`config.mk`:
```
export PLATFORM = sky130hd
export DESIGN_NAME = idt_cfg_ctrl
export DESIGN_NICKNAME = d
export VERILOG_FILES = /design/src/rtl/idt_cfg_pkg.sv /design/src/rtl/idt_cfg_ctrl.sv
export SDC_FILE = /design/constraint.sdc
export NUM_CORES = 1
export LEC_CHECK = 0
export CORE_MARGIN = 1.5
export CORE_UTILIZATION = 50
export CTS_CLUSTER_SIZE = 10
export DETAILED_ROUTE_END_ITERATION = 10
export PLACE_DENSITY = 0.79
export RECOVER_POWER = 25
export SKIP_LAST_GASP = 1
export SLEW_MARGIN = 10
export SYNTH_ARGS = -nofsm -noshare
export SYNTH_HDL_FRONTEND = slang
export SYNTH_SLANG_ARGS = --single-unit
```
`constraint.sdc`:
```
create_clock -name osc_clk -period 2.2 [get_ports osc_clk]
set_input_delay 0.44 -clock osc_clk [delete_from_list [all_inputs] [get_ports osc_clk]]
set_output_delay 0.44 -clock osc_clk [all_outputs]
set_load 0.05 [all_outputs]
```
`src/rtl/idt_cfg_pkg.sv`:
```
// Shared field layout, FSM state codes and default word for the IDT clock synthesizer.
// Requesters use idt_pack() to build a 24-bit word from its fields.
package idt_cfg_pkg;

  localparam int R_W    = 7;
  localparam int V_W    = 9;
  localparam int S_W    = 3;
  localparam int F_W    = 2;
  localparam int TTL_W  = 1;
  localparam int C_W    = 2;
  localparam int WORD_W = C_W + TTL_W + F_W + S_W + V_W + R_W;

  typedef logic [2:0] state_t;
  localparam state_t ST_IDLE     = 3'd0;
  localparam state_t ST_SHIFT_LO = 3'd1;
  localparam state_t ST_SHIFT_HI = 3'd2;
  localparam state_t ST_STROBE   = 3'd3;
  localparam state_t ST_SETTLE   = 3'd4;

  // C=00 TTL=1 F=10 S=001 V=41 R=31: 100 MHz reference to 148.5 MHz CLK1
  localparam logic [WORD_W-1:0] IDT_INIT_WORD = 24'h31149F;

  function automatic logic [WORD_W-1:0] idt_pack(
    input logic [C_W-1:0]   c,
    input logic [TTL_W-1:0] ttl,
    input logic [F_W-1:0]   f,
    input logic [S_W-1:0]   s,
    input logic [V_W-1:0]   v,
    input logic [R_W-1:0]   r
  );
    return {c, ttl, f, s, v, r};
  endfunction

endpackage

```
`src/rtl/idt_cfg_ctrl.sv`:
```
// Shifts 24-bit config words MSB-first into the IDT synthesizer, strobes, then waits for PLL settle.
// Latency 1+48*CLK_DIV+STROBE_CYCLES+SETTLE_CYCLES cycles per word; cfg_ready is low for the whole sequence.
module idt_cfg_ctrl
  import idt_cfg_pkg::*;
#(
  parameter int                 CLK_DIV       = 4,
  parameter int                 STROBE_CYCLES = 4,
  parameter int                 SETTLE_CYCLES = 20000,
  parameter bit                 INIT_EN       = 1'b1,
  parameter logic [WORD_W-1:0]  INIT_WORD     = IDT_INIT_WORD
) (
  input  logic              osc_clk,
  input  logic              osc_reset_,
  input  logic              cfg_valid,
  input  logic [WORD_W-1:0] cfg_word,
  output logic              cfg_ready,
  output logic              cfg_busy,
  output logic              cfg_done,
  output logic              cfg_locked,
  output logic              idt_sclk,
  output logic              idt_data,
  output logic              idt_strobe
);

  localparam logic [15:0] DIV_LAST    = 16'(CLK_DIV - 1);
  localparam logic [15:0] STROBE_LAST = 16'(STROBE_CYCLES - 1);
  localparam logic [15:0] SETTLE_LAST = 16'(SETTLE_CYCLES - 1);

  state_t            state;
  logic              init_pending;
  logic              run_q;
  logic [WORD_W-1:0] shift_q;
  logic [4:0]        bit_idx;
  logic [15:0]       cnt;
  logic              accept;

  // run_q keeps cfg_ready low while reset is held, even with INIT_EN=0
  assign cfg_ready = run_q && (state == ST_IDLE) && !init_pending;
  assign accept    = cfg_valid && cfg_ready;

  always_ff @(posedge osc_clk) begin
    if (!osc_reset_) begin
      state        <= ST_IDLE;
      init_pending <= INIT_EN;
      run_q        <= 1'b0;
      shift_q      <= '0;
      bit_idx      <= '0;
      cnt          <= '0;
      cfg_busy     <= 1'b0;
      cfg_done     <= 1'b0;
      cfg_locked   <= 1'b0;
      idt_sclk     <= 1'b0;
      idt_data     <= 1'b0;
      idt_strobe   <= 1'b0;
    end else begin
      run_q    <= 1'b1;
      cfg_done <= 1'b0;
      case (state)
        ST_IDLE: begin
          if (init_pending || accept) begin
            shift_q      <= init_pending ? INIT_WORD : cfg_word;
            idt_data     <= init_pending ? INIT_WORD[WORD_W-1] : cfg_word[WORD_W-1];
            init_pending <= 1'b0;
            bit_idx      <= 5'(WORD_W - 1);
            cnt          <= '0;
            cfg_busy     <= 1'b1;
            cfg_locked   <= 1'b0;
            idt_sclk     <= 1'b0;
            state        <= ST_SHIFT_LO;
          end
        end
        ST_SHIFT_LO: begin
          if (cnt == DIV_LAST) begin
            cnt      <= '0;
            idt_sclk <= 1'b1;
            state    <= ST_SHIFT_HI;
          end else begin
            cnt <= cnt + 16'd1;
          end
        end
        ST_SHIFT_HI: begin
          if (cnt == DIV_LAST) begin
            cnt      <= '0;
            idt_sclk <= 1'b0;
            if (bit_idx == 5'd0) begin
              idt_data   <= 1'b0;
              idt_strobe <= 1'b1;
              state      <= ST_STROBE;
            end else begin
              // data moves only on the falling sclk edge, a full phase after the rise
              bit_idx  <= bit_idx - 5'd1;
              shift_q  <= {shift_q[WORD_W-2:0], 1'b0};
              idt_data <= shift_q[WORD_W-2];
              state    <= ST_SHIFT_LO;
            end
          end else begin
            cnt <= cnt + 16'd1;
          end
        end
        ST_STROBE: begin
          if (cnt == STROBE_LAST) begin
            cnt        <= '0;
            idt_strobe <= 1'b0;
            state      <= ST_SETTLE;
          end else begin
            cnt <= cnt + 16'd1;
          end
        end
        ST_SETTLE: begin
          if (cnt == SETTLE_LAST) begin
            cnt        <= '0;
            cfg_done   <= 1'b1;
            cfg_busy   <= 1'b0;
            cfg_locked <= 1'b1;
            state      <= ST_IDLE;
          end else begin
            cnt <= cnt + 16'd1;
          end
        end
        default: state <= ST_IDLE;
      endcase
    end
  end

endmodule

```
== Word level (Yosys, flattened, before mapping) ==
Index checks and enable logic that the tools add are counted.
Word-level totals
  output and inout port bits: 7
  logic and storage cells: 88
  latch bits: 0
  ROM bits: 0
  RAM bits: 0
  memories: 0
  flip-flop bits (word level): 55
Operators by class
  $mul: 0
  order comparisons: 0
  add/subtract/negate cells: 2
  reductions and logical operators: 22
  equality and inequality tests: 13
  div/mod/pow operators: 0
  muxes and demuxes: 39
  shift operators: 0
  bitwise gates (word level): 0
Operators with widths (count)
  $mux 23: 4
  $mux 16: 3
  $pmux 16 s3: 1
  $pmux 23 s2: 1
  $add 16x1->16 const B: 1
  $eq 16x15->1 const B: 1
  $eq 16x2->1 const B: 1
  $mux 3: 5
  $mux 5: 3
  $pmux 3 s5: 1
  $mux 1: 14
  $ne 2x2->1 const B: 6
  $reduce_and 4->1: 3
  $pmux 5 s2: 1
  $pmux 1 s2: 4
  $eq 3x2->1 const B: 2
  $reduce_and 2->1: 3
  $reduce_and 3->1: 2
  $reduce_bool 2->1: 3
  $reduce_bool 3->1: 2
  $logic_not 5->1: 1
  $reduce_and 5->1: 1
  $sub 5x1->5 const B: 1
  $eq 3x1->1 const B: 1
  other kinds (9): 11

== Logic depth before layout (Yosys ltp) ==
Gate-level depths: netlist of the first run.
  depth in word-level cells: 7
  depth in mapped cells: 9

== Least setup slack after synthesis of the first run ==
No wires, ideal clock.
  path type: register -> output
  from: reg state[2]
  to: out cfg_ready
  required time: 1.760 ns
  arrival: 2.017 ns
  path slack: -0.257 ns
  stages on the path, launching flop included: 4
  cells stage by stage: dfxtp_1 > or3_1 > clkbuf_1 > nor3b_1
Between the ends
  word-level cells in the longest chain between the ends: 3
RTL lines
  start, declared: line idt_cfg_ctrl.sv:29  | state_t state;
  start signal, assigned: line idt_cfg_ctrl.sv:43  | state <= ST_IDLE;
  start signal, assigned: line idt_cfg_ctrl.sv:69  | state <= ST_SHIFT_LO;
  start signal, assigned: line idt_cfg_ctrl.sv:76  | state <= ST_SHIFT_HI;
  $logic_not 3->1: line idt_cfg_ctrl.sv:38  | assign cfg_ready = run_q && (state == ST_IDLE) && !init_pending;
  $logic_and 1x1->1 (2 in series): line idt_cfg_ctrl.sv:38
  end, declared: line idt_cfg_ctrl.sv:16  | output logic cfg_ready,
Every way passes these cells.

== Worst setup path after layout of the first run ==
  from: reg cnt[13]
  to: reg bit_idx[2]
Between the ends
  word-level cells in the longest chain between the ends: 3
RTL lines
  start, declared: line idt_cfg_ctrl.sv:34  | logic [15:0] cnt;
  start signal, assigned: line idt_cfg_ctrl.sv:78  | cnt <= cnt + 16'd1;
  start signal, assigned: line idt_cfg_ctrl.sv:97  | cnt <= cnt + 16'd1;
  start signal, assigned: line idt_cfg_ctrl.sv:106  | cnt <= cnt + 16'd1;
  $eq 16x2->1: line idt_cfg_ctrl.sv:82  | if (cnt == DIV_LAST) begin
  $ne 2x2->1 (no line)
  $reduce_and 4->1 (no line)
  end signal, assigned: line idt_cfg_ctrl.sv:64  | bit_idx <= 5'(WORD_W - 1);
  end signal, assigned: line idt_cfg_ctrl.sv:91  | bit_idx <= bit_idx - 5'd1;
  end, declared: line idt_cfg_ctrl.sv:33  | logic [4:0] bit_idx;
Every way passes these cells.
A chain may end at the register's enable or synchronous reset.

==> results.json, run 1 <==
{
  "cp_top_family": "simple AND/OR/NAND/NOR gates",
  "synth_cell_type_count": 52,
  "core_area_um2": 5240,
  "synth_area_um2": 2770,
  "hold_viol": 0,
  "viasPerCell": 5.67,
  "dominantRegCellSynth": "dfxtp_1",
  "hold_start": "shift_q[1]$_SDFFE_PN0P_",
  "crit_fanout": 4,
  "p_per_area_nw_per_um2": 608,
  "p_leak_nw": 1.53,
  "areaGrowthSynthToFinish_pct": 35.4,
  "status": "finished, violations left",
  "synthCells": 322,
  "ant_nets": 0,
  "cp-startpoint": "cnt[13]$_SDFFE_PN0P_",
  "start_kind": "register",
  "wl_per_cell_um": 15.3,
  "rsz0062_at_grt": "true",
  "critPathMostFrequentCell": "or4_4",
  "grt_antenna_before_repair": 0,
  "use_met1_pct": 31.1,
  "worst_pin_slew_ns": 0.560,
  "layout-drive-gt1-share_pct": 22.0,
  "die_height_um": 77.5,
  "gr-total-overflow": 0,
  "ys_ff_latch": 55,
  "gp_congestion": 0.900,
  "vias": 2614,
  "dp_hpwl_um": 4730,
  "setup_viol": 35,
  "place_ws_ns": -0.196,
  "totalWireLength_um": 7060,
  "grt_pass1_wl_um": 11800,
  "initial_core_util_pct": 52.9,
  "yosysSeqAreaShare_pct": 39.7,
  "arrival_ns": 2.59,
  "syn_nets": 351,
  "die_width_um": 77.5,
  "diodes": 0,
  "cts_made_buffers": 5,
  "portBuffers": 33,
  "insertion_delay_ns": 0.31,
  "cts_buffer_depth": 2,
  "dr.first_iter.drc_count": 145,
  "crit_required_ns": 2.41,
  "grt_start_max_net_pins": 45,
  "hp-class": "reg -> reg",
  "ys_warn_count": 0,
  "cts.sinks": 55,
  "met3_usage_pct": 4.35,
  "clock_skew_ns": 0.00432,
  "slew-limit-headroom_pct": 62.3,
  "grt.total_usage_pct": 24.6,
  "top_usage_layer": "met2",
  "end_kind": "register",
  "fmaxAchievable_ghz": 0.420,
  "dieArea_um2": 6000,
  "finalInstanceArea_um2": 3750,
  "async_reset_ff_share_pct": 0,
  "max-cap-violations": 0,
  "slowest_stage": "or4_4",
  "first_global_vias": 2498,
  "peakVddDrop_mv": 0.325,
  "drt_first_pass_iters": 5,
  "synth_edf_count": 0,
  "place_area_um2": 3520,
  "slowest_delay_ns": 0.60,
  "r2r-start": "cnt[13]$_SDFFE_PN0P_",
  "cts.clk_slew.worst_paths_ns": 0.09,
  "final_nets": 419,
  "violations": "setup timing",
  "root_buffer": "clkbuf_8",
  "met2_usage_pct": 42.0,
  "ios": 34,
  "finalWorstSetupSlack_ns": -0.180,
  "post-route-drc-count": 0,
  "critPathBufInv": 1,
  "slew_viol_final": 0,
  "fill_cells": 387,
  "period_needed_ns": 2.38,
  "htreeDepth": 2,
  "crit_type": "reg -> reg",
  "cp_cell_sequence": "or4_4 > or4_4 > a2111oi_4 > buf_4 > a21boi_1 > o21a_1",
  "synth.avg_cell_area_um2": 8.61,
  "post-route-period-util_pct": 108,
  "cts_tree": "yes",
  "row_count": 26
}
## cell families (layout without fill, tap and decap cells)
| family | after synthesis | in the layout | share of synthesized area [%] |
|---|---|---|---|
| DFF | 55 | 55 | 39.7 |
| buffers and inverters | 29 | 98 | 4.15 |
| adders and majority gates | 2 | 2 | 0.903 |
| AOI/OAI and AO/OA | 90 | 90 | 24.7 |
| muxes | 2 | 2 | 0.722 |
| and+or+nand+nor | 135 | 135 | 27.0 |
| xor gates and xnor gates | 9 | 9 | 2.84 |
## layer usage
metal / wire length (um) / vias to the layer above / share of wire [%]
li1: - / 1308 / -
met1: 3010 / 1192 / 43
met3: 458 / 18 / 6.5
met5: 0 / - / 0
met4: 148 / 0 / 2.1
met2: 3450 / 96 / 49
## cells in the final DEF, fill, tap and decap left out, types with 5 or more instances in the layout
cell type,count
clkdlybuf4s50_1,27
nor2_1,21
inv_1,6
dfxtp_1,52
nor3b_1,14
xnor2_1,5
nor2b_1,5
nand2_1,37
or3_1,10
clkbuf_8,6
o21ai_0,8
buf_4,47
o211ai_1,10
o211a_1,14
a21oi_1,16
a21boi_0,12
dlygate4sd3_1,5
nand3_1,10
## area by class of cell
type | count | area [um^2] | area share [%]
tap | 70 | 87.6 | 2.33
clock buffer | 6 | 82.6 | 2.20
multi-input combinational | 238 | 1660 | 44.3
clock inverter | 2 | 35.0 | 0.934
inverter | 6 | 22.5 | 0.600
sequential | 55 | 1100 | 29.4
timing repair buffer | 84 | 756 | 20.1
## stage by stage
stage	TNS (ns)	hold WS [ns]	utilization (%)	std cells	total power, W
floorplan	-0.983	0.431	-	322	0.00140
global placement	-3.48	0.440	67.1	448	0.00156
detailed placement	-5.21	0.452	67.1	448	0.00158
CTS	-2.43	0.465	70.9	459	0.00228
global route	-6.94	0.494	71.6	461	0.00239
finish	-3.57	0.458	71.6	461	0.00228
## synthesized netlist by cell type, types with 2 or more instances
library cell | instances | share of area, %
a21boi_0 | 14 | 3.8
a21boi_1 | 3 | 0.81
a21oi_1 | 17 | 3.1
a31oi_1 | 3 | 0.68
and2_1 | 4 | 0.90
and3_1 | 2 | 0.45
buf_1 | 3 | 0.41
buf_2 | 5 | 0.90
clkbuf_1 | 15 | 2.0
dfxtp_1 | 55 | 40
ha_1 | 2 | 0.90
inv_1 | 6 | 0.81
mux2i_1 | 2 | 0.72
nand2_1 | 37 | 5.0
nand3_1 | 11 | 2.0
nand3b_1 | 4 | 1.1
nand4_1 | 4 | 0.90
nor2_1 | 21 | 2.8
nor2b_1 | 5 | 1.1
nor3_1 | 2 | 0.36
nor3b_1 | 17 | 4.6
nor4_1 | 3 | 0.68
nor4b_1 | 2 | 0.63
o211a_1 | 14 | 5.1
o211ai_1 | 10 | 2.7
o21a_1 | 4 | 1.1
o21ai_0 | 9 | 1.6
o21ai_1 | 2 | 0.36
o311a_1 | 2 | 0.72
or3_1 | 12 | 2.7
or4_1 | 2 | 0.54
or4_4 | 3 | 1.2
xnor2_1 | 5 | 1.6
xor2_1 | 4 | 1.3
## final timing paths
check / to / slack (ns) / depth (start not counted)
max: bit_idx[2]$_SDFFE_PN0P_ / -0.18 / 6
min: shift_q[1]$_SDFFE_PN0P_ / 0.46 / 2
min reg2reg: shift_q[1]$_SDFFE_PN0P_ / 0.46 / 2
max reg2reg: bit_idx[2]$_SDFFE_PN0P_ / -0.18 / 6
## timing repair
item	in CTS	in global routing
gates resized for setup	10	7
setup endpoints to repair	48	48
endpoints found under the hold margin	0	0
hold buffers	0	0
buffers inserted	3	2
pin swaps	8	3
## tightest hold or removal path, cell delays in order, from the launching register on
cell and delay (ns):
dfxtp_1 0.32, nand2_1 0.05, a21boi_1 0.05
## flip-flops by register name, summed over array words and instances, names as in the netlist
name          flops
bit_idx           5
cfg_busy          1
cfg_done          1
cfg_locked        1
cnt              16
idt_data          1
idt_sclk          1
idt_strobe        1
init_pending      1
run_q             1
shift_q          23
state             3
## where the power goes
part | switching (W) | leakage, nW | total (W) | internal (W)
registers | 0.0000463 | 0.453 | 0.00111 | 0.00107
logic | 0.000232 | 1.01 | 0.000480 | 0.000248
clock network | 0.000319 | 0.0612 | 0.000688 | 0.000369
total | 0.000598 | 1.53 | 0.00228 | 0.00168
No activity file was read; power rests on OpenSTA's default activity.
==> run 2, diff against run 1 <==
--- a/config.mk
+++ b/config.mk
@@ -5,7 +5,7 @@
 export SDC_FILE = /design/constraint.sdc
 export NUM_CORES = 1
 export LEC_CHECK = 0
-export CORE_MARGIN = 1.5
+export CAP_MARGIN = 20
 export CORE_UTILIZATION = 50
 export CTS_CLUSTER_SIZE = 10
 export DETAILED_ROUTE_END_ITERATION = 10
==> constraint.sdc (replaced) <==
create_clock -name osc_clk -period 2 [get_ports osc_clk]
set_input_delay 0.4 -clock osc_clk [delete_from_list [all_inputs] [get_ports osc_clk]]
set_output_delay 0.4 -clock osc_clk [all_outputs]
set_load 0.05 [all_outputs]
==> results.json, run 2 (synthesized netlist as in run 1, its figures left out) <==
{
  "grt.total_usage_pct": 23.4,
  "clock_skew_ns": 0.00927,
  "worst_pin_slew_ns": 0.534,
  "row_count": 26,
  "final.setup.tns_ns": -12.98,
  "rsz0062_at_grt": "true",
  "finalInstanceArea_um2": 3860,
  "totalWireLength_um": 6970,
  "grt_antenna_before_repair": 0,
  "cts_made_buffers": 5,
  "peakVddDrop_mv": 0.372,
  "hold_depth": 2,
  "layout_common_cells": "buf_4 (53), dfxtp_1 (51), nand2_1 (37)",
  "p_per_area_nw_per_um2": 645,
  "crit_type": "reg -> reg",
  "viasPerCell": 5.61,
  "seqCellArea_um2": 1110,
  "ios": 34,
  "r2r_end": "bit_idx[2]$_SDFFE_PN0P_",
  "grt_pass1_wl_um": 11100,
  "post-route-period-util_pct": 118,
  "status": "finished, violations left",
  "grt_start_max_net_pins": 41,
  "htreeDepth": 2,
  "dp_hpwl_um": 4590,
  "initial_core_util_pct": 52.9,
  "cts_buffer_depth": 2,
  "vias": 2636,
  "placed_cells": 457,
  "fin_cells": 470,
  "reg.largest.list": "shift_q: 23 flops, cnt: 16 flops, bit_idx: 5 flops",
  "hold_start": "shift_q[1]$_SDFFE_PN0P_",
  "post-route-drc-count": 0,
  "r2r-start": "cnt[0]$_SDFFE_PN0P_",
  "p_leak_nw": 1.57,
  "slew-limit-headroom_pct": 64.3,
  "finalWorstSetupSlack_ns": -0.361,
  "layout-drive-gt1-share_pct": 25.5,
  "regToRegSetupSlack_ns": -0.36,
  "cts.clk_slew.worst_paths_ns": 0.10,
  "final_common_cell": "buf_4",
  "gr-total-overflow": 0,
  "ant_nets": 0,
  "root_buffer": "clkbuf_8",
  "largest_register_ffs": 23,
  "fmaxAchievable_ghz": 0.424,
  "cts.sinks": 55,
  "dieArea_um2": 5840,
  "slew_viol_final": 0,
  "core_area_um2": 5240,
  "final_nets": 429,
  "end_kind": "register",
  "hold_viol": 0,
  "cts_tree": "yes",
  "crit_fanout": 6,
  "min_to": "shift_q[1]$_SDFFE_PN0P_",
  "dr.first_iter.drc_count": 98,
  "areaGrowthSynthToFinish_pct": 39.5,
  "multi_input_area_um2": 1690,
  "setup_viol": 51,
  "portBuffers": 33,
  "place_ws_ns": -0.416,
  "fill_cells": 371,
  "crit_required_ns": 2.20,
  "die_width_um": 76.5,
  "hp-class": "reg -> reg",
  "top_register": "shift_q",
  "wl_per_cell_um": 14.8,
  "rr_worst_depth": 7,
  "drt_first_pass_iters": 4,
  "first_global_vias": 2466,
  "violations": "setup timing",
  "max-cap-violations": 0,
  "die_height_um": 76.5,
  "diodes": 0,
  "period_needed_ns": 2.36,
  "gp_congestion": 0.908,
  "start_kind": "register",
  "insertion_delay_ns": 0.31,
  "place_area_um2": 3620,
  "arrival_ns": 2.56
}
==> run 2: changes by cell type in the layout (fill, tap and decap cells not counted), sizes merged <==
cell           previous run  this run
clkbuf                    6         5
clkdlybuf4s15             0         1
clkdlybuf4s50            27        31
buf                      52        61
clkinvlp                  0         1
dlygate4sd3               5         1
clkinv                    1         0
==> run 2: worst max-delay path: stages, from the launching register on <==
cell and delay, ns:
dfxtp_2 0.36, ha_4 0.13, or4b_4 0.45, or4_4 0.58
a2111oi_4 0.29, buf_4 0.20, a21boi_1 0.07, o21a_1 0.17
==> run 2: layout make-up <==
class                      instances  share of cell area (%)
inverter                           6                   0.583
timing repair buffer              94                    22.1
clock inverter                     2                   0.971
multi-input combinational        238                    43.7
tap                               70                    2.27
clock buffer                       5                    1.78
sequential                        55                    28.6
==> run 2: worst max-delay path by stage <==
stage | from | end | slack (ns) | depth (start not counted)
finish | cnt[0]$_SDFFE_PN0P_ | bit_idx[2]$_SDFFE_PN0P_ | -0.36 | 7
detailed placement | cfg_valid | shift_q[2]$_SDFFE_PN0P_ | -0.42 | 7
global placement | cnt[1]$_SDFFE_PN0P_ | bit_idx[2]$_SDFFE_PN0P_ | -0.39 | 6
global route | cnt[0]$_SDFFE_PN0P_ | bit_idx[2]$_SDFFE_PN0P_ | -0.44 | 7
CTS | cnt[0]$_SDFFE_PN0P_ | bit_idx[2]$_SDFFE_PN0P_ | -0.34 | 7
floorplan | cnt[1]$_SDFFE_PN0P_ | bit_idx[4]$_SDFFE_PN0P_ | -0.31 | 6
==> run 2: through the flow <==
stage                     util (%)  power [W]  hold slack [ns]
final                         73.8    0.00249            0.465
after global routing          73.8    0.00261            0.492
after CTS                     72.0    0.00249            0.468
after detailed placement      69.1    0.00175            0.454
after global placement        69.1    0.00174            0.447
after floorplan                  -    0.00155            0.428
==> run 2: per-layer routing <==
layer	track usage, %	share of wire, %	vias to the layer above
li1	-	-	1336
met1	31.9	48	1229
met2	38.1	47	61
met3	3.71	4.0	10
met4	6.92	1.3	0
met5	0	0	-
==> run 2: repair_timing <==
item | in CTS | in global routing
pin swaps | 5 | 10
setup buffers | 2 | 3
hold buffers | 0 | 0
gates resized for setup | 5 | 20
gates cloned | 0 | 1
setup endpoints to repair | 53 | 53
==> run 2: power breakdown <==
part	leakage, nW	internal (W)	switching [W]
sequential	0.453	0.00117	0.0000449
combinational	1.07	0.000290	0.000259
clock	0.0502	0.000366	0.000359
==> run 3, diff against run 2 <==
--- a/config.mk
+++ b/config.mk
@@ -6,9 +6,11 @@
 export NUM_CORES = 1
 export LEC_CHECK = 0
 export CAP_MARGIN = 20
+export CORE_MARGIN = 2
 export CORE_UTILIZATION = 50
 export CTS_CLUSTER_SIZE = 10
 export DETAILED_ROUTE_END_ITERATION = 10
+export HOLD_SLACK_MARGIN = 0.06
 export PLACE_DENSITY = 0.79
 export RECOVER_POWER = 25
 export SKIP_LAST_GASP = 1
==> results.json, run 3 (synthesized netlist as in run 1, its figures left out) <==
{
  "p_per_area_nw_per_um2": 616,
  "finalInstanceArea_um2": 4180,
  "peakVddDrop_mv": 0.446,
  "post-route-drc-count": 0,
  "final_common_cell": "buf_4",
  "worst_pin_slew_ns": 0.602,
  "crit_required_ns": 2.26,
  "start_kind": "register",
  "slowest_delay_ns": 0.59,
  "ios": 34,
  "clock_skew_ns": 0.00582,
  "cts.clk_slew.worst_paths_ns": 0.10,
  "end_kind": "register",
  "violations": "setup timing",
  "grt.total_usage_pct": 23.7,
  "finish.utilization_pct": 76.8,
  "htreeDepth": 2,
  "grt_start_max_net_pins": 38,
  "wl_per_cell_um": 16.6,
  "slew-limit-headroom_pct": 59.9,
  "p_leak_nw": 1.70,
  "initial_core_util_pct": 51.0,
  "root_buffer": "clkbuf_8",
  "cp_cell_sequence": "or4_4 > or4_4 > a2111oi_4 > buf_4 > a21boi_2 > o21a_1",
  "dr.first_iter.drc_count": 178,
  "hold_depth": 2,
  "cp-startpoint": "cnt[8]$_SDFFE_PN0P_",
  "reg.largest.list": "shift_q: 23 flops, cnt: 16 flops, bit_idx: 5 flops",
  "row_count": 27,
  "fmaxAchievable_ghz": 0.431,
  "die_width_um": 78.5,
  "gr-total-overflow": 0,
  "hold_start": "shift_q[2]$_SDFFE_PN0P_",
  "rr_worst_depth": 6,
  "largest_register_ffs": 23,
  "cts_made_buffers": 5,
  "cts.sinks": 55,
  "r2r_end": "bit_idx[2]$_SDFFE_PN0P_",
  "crit_fanout": 6,
  "period_needed_ns": 2.32,
  "max-cap-violations": 0,
  "min_to": "shift_q[2]$_SDFFE_PN0P_",
  "dp_hpwl_um": 4800,
  "drt_first_pass_iters": 5,
  "hold_viol": 0,
  "cp_top_family": "simple AND/OR/NAND/NOR gates",
  "hold_slack_ns": 0.458,
  "insertion_delay_ns": 0.31,
  "ant_nets": 0,
  "fill_cells": 347,
  "grt_pass1_wl_um": 11800,
  "finalWorstSetupSlack_ns": -0.323,
  "final_nets": 444,
  "grt_antenna_before_repair": 0,
  "gp_congestion": 0.924,
  "critPathBufInv": 1,
  "slew_viol_final": 0,
  "diodes": 0,
  "cts_buffer_depth": 2,
  "first_global_vias": 2580,
  "placed_cells": 460,
  "portBuffers": 33,
  "totalWireLength_um": 8110,
  "critPathMostFrequentCell": "or4_4",
  "areaGrowthSynthToFinish_pct": 50.7,
  "vias": 2855,
  "post-route-period-util_pct": 116,
  "rsz0062_at_grt": "true",
  "arrival_ns": 2.58,
  "layout_common_cells": "buf_4 (51), dfxtp_1 (49), clkdlybuf4s50_1 (31)",
  "die_height_um": 78.5,
  "layout-drive-gt1-share_pct": 34.4,
  "r2r-start": "cnt[8]$_SDFFE_PN0P_",
  "viasPerCell": 5.85,
  "top_register": "shift_q",
  "core_area_um2": 5440,
  "place_area_um2": 3620,
  "place_ws_ns": -0.417,
  "setup_viol": 52,
  "cts_tree": "yes",
  "slowest_stage": "or4_4",
  "dieArea_um2": 6150,
  "hp-class": "reg -> reg",
  "status": "finished, violations left",
  "regToRegSetupSlack_ns": -0.32,
  "crit_type": "reg -> reg",
  "fin_cells": 488
}
run 3: cell count changes in the layout (fill, tap and decap cells not counted), sizes merged:
cell and delta:
clkinvlp -1, clkdlybuf4s15 -1, clkbuf +6, buf +12
bufinv -1, clkinv +1
run 3: repair_timing:
item,in CTS,in global routing
resized for setup,29,54
buffers inserted,6,8
cloned,1,6
hold buffers,0,0
pin swaps,12,29
endpoints found under the setup margin,53,53
run 3: per-stage QoR:
| stage | power (W) | setup TNS [ns] |
|---|---|---|
| 2_1_floorplan | 0.00155 | -8.38 |
| 3_3_place_gp | 0.00172 | -12.14 |
| 3_5_place_dp | 0.00174 | -15.42 |
| 4_1_cts | 0.00242 | -10.09 |
| 5_1_grt | 0.00267 | -15.77 |
| 6_report | 0.00257 | -12.25 |
run 3: cell type report:
cell class | instances | area, um^2 | area share (%)
Clock buffer | 7 | 86.3 | 2.07
Clock inverter | 1 | 8.76 | 0.210
Inverter | 6 | 22.5 | 0.539
Multi-Input combinational cell | 238 | 1800 | 43.2
Sequential cell | 55 | 1110 | 26.5
Tap cell | 72 | 90.1 | 2.16
Timing Repair Buffer | 109 | 1060 | 25.3
run 3: worst max-delay path by stage:
stage	end	cells after the start
after floorplan	bit_idx[4]$_SDFFE_PN0P_	6
after global placement	bit_idx[4]$_SDFFE_PN0P_	6
after detailed placement	shift_q[16]$_SDFFE_PN0P_	7
after CTS	bit_idx[4]$_SDFFE_PN0P_	7
after global routing	bit_idx[2]$_SDFFE_PN0P_	6
final	bit_idx[2]$_SDFFE_PN0P_	6
run 3: routing by layer:
layer  part of all wire [%]  wire length (um)  track usage [%]
met5                      0                 0                0
met2                     50              4070             42.6
met1                     42              3390             29.0
met3                    5.6               450             4.48
met4                    2.3               190             6.49
run 3: where the power goes:
group	internal [W]	switching, W
clock	0.000285	0.000365
sequential	0.00117	0.0000554
combinational	0.000375	0.000319
run 3: tightest hold or removal path, delay by kind of cell (launching register included):
family	cells	cell delay, ns
simple gates	1	0.05
compound gates	1	0.05
flops	1	0.32
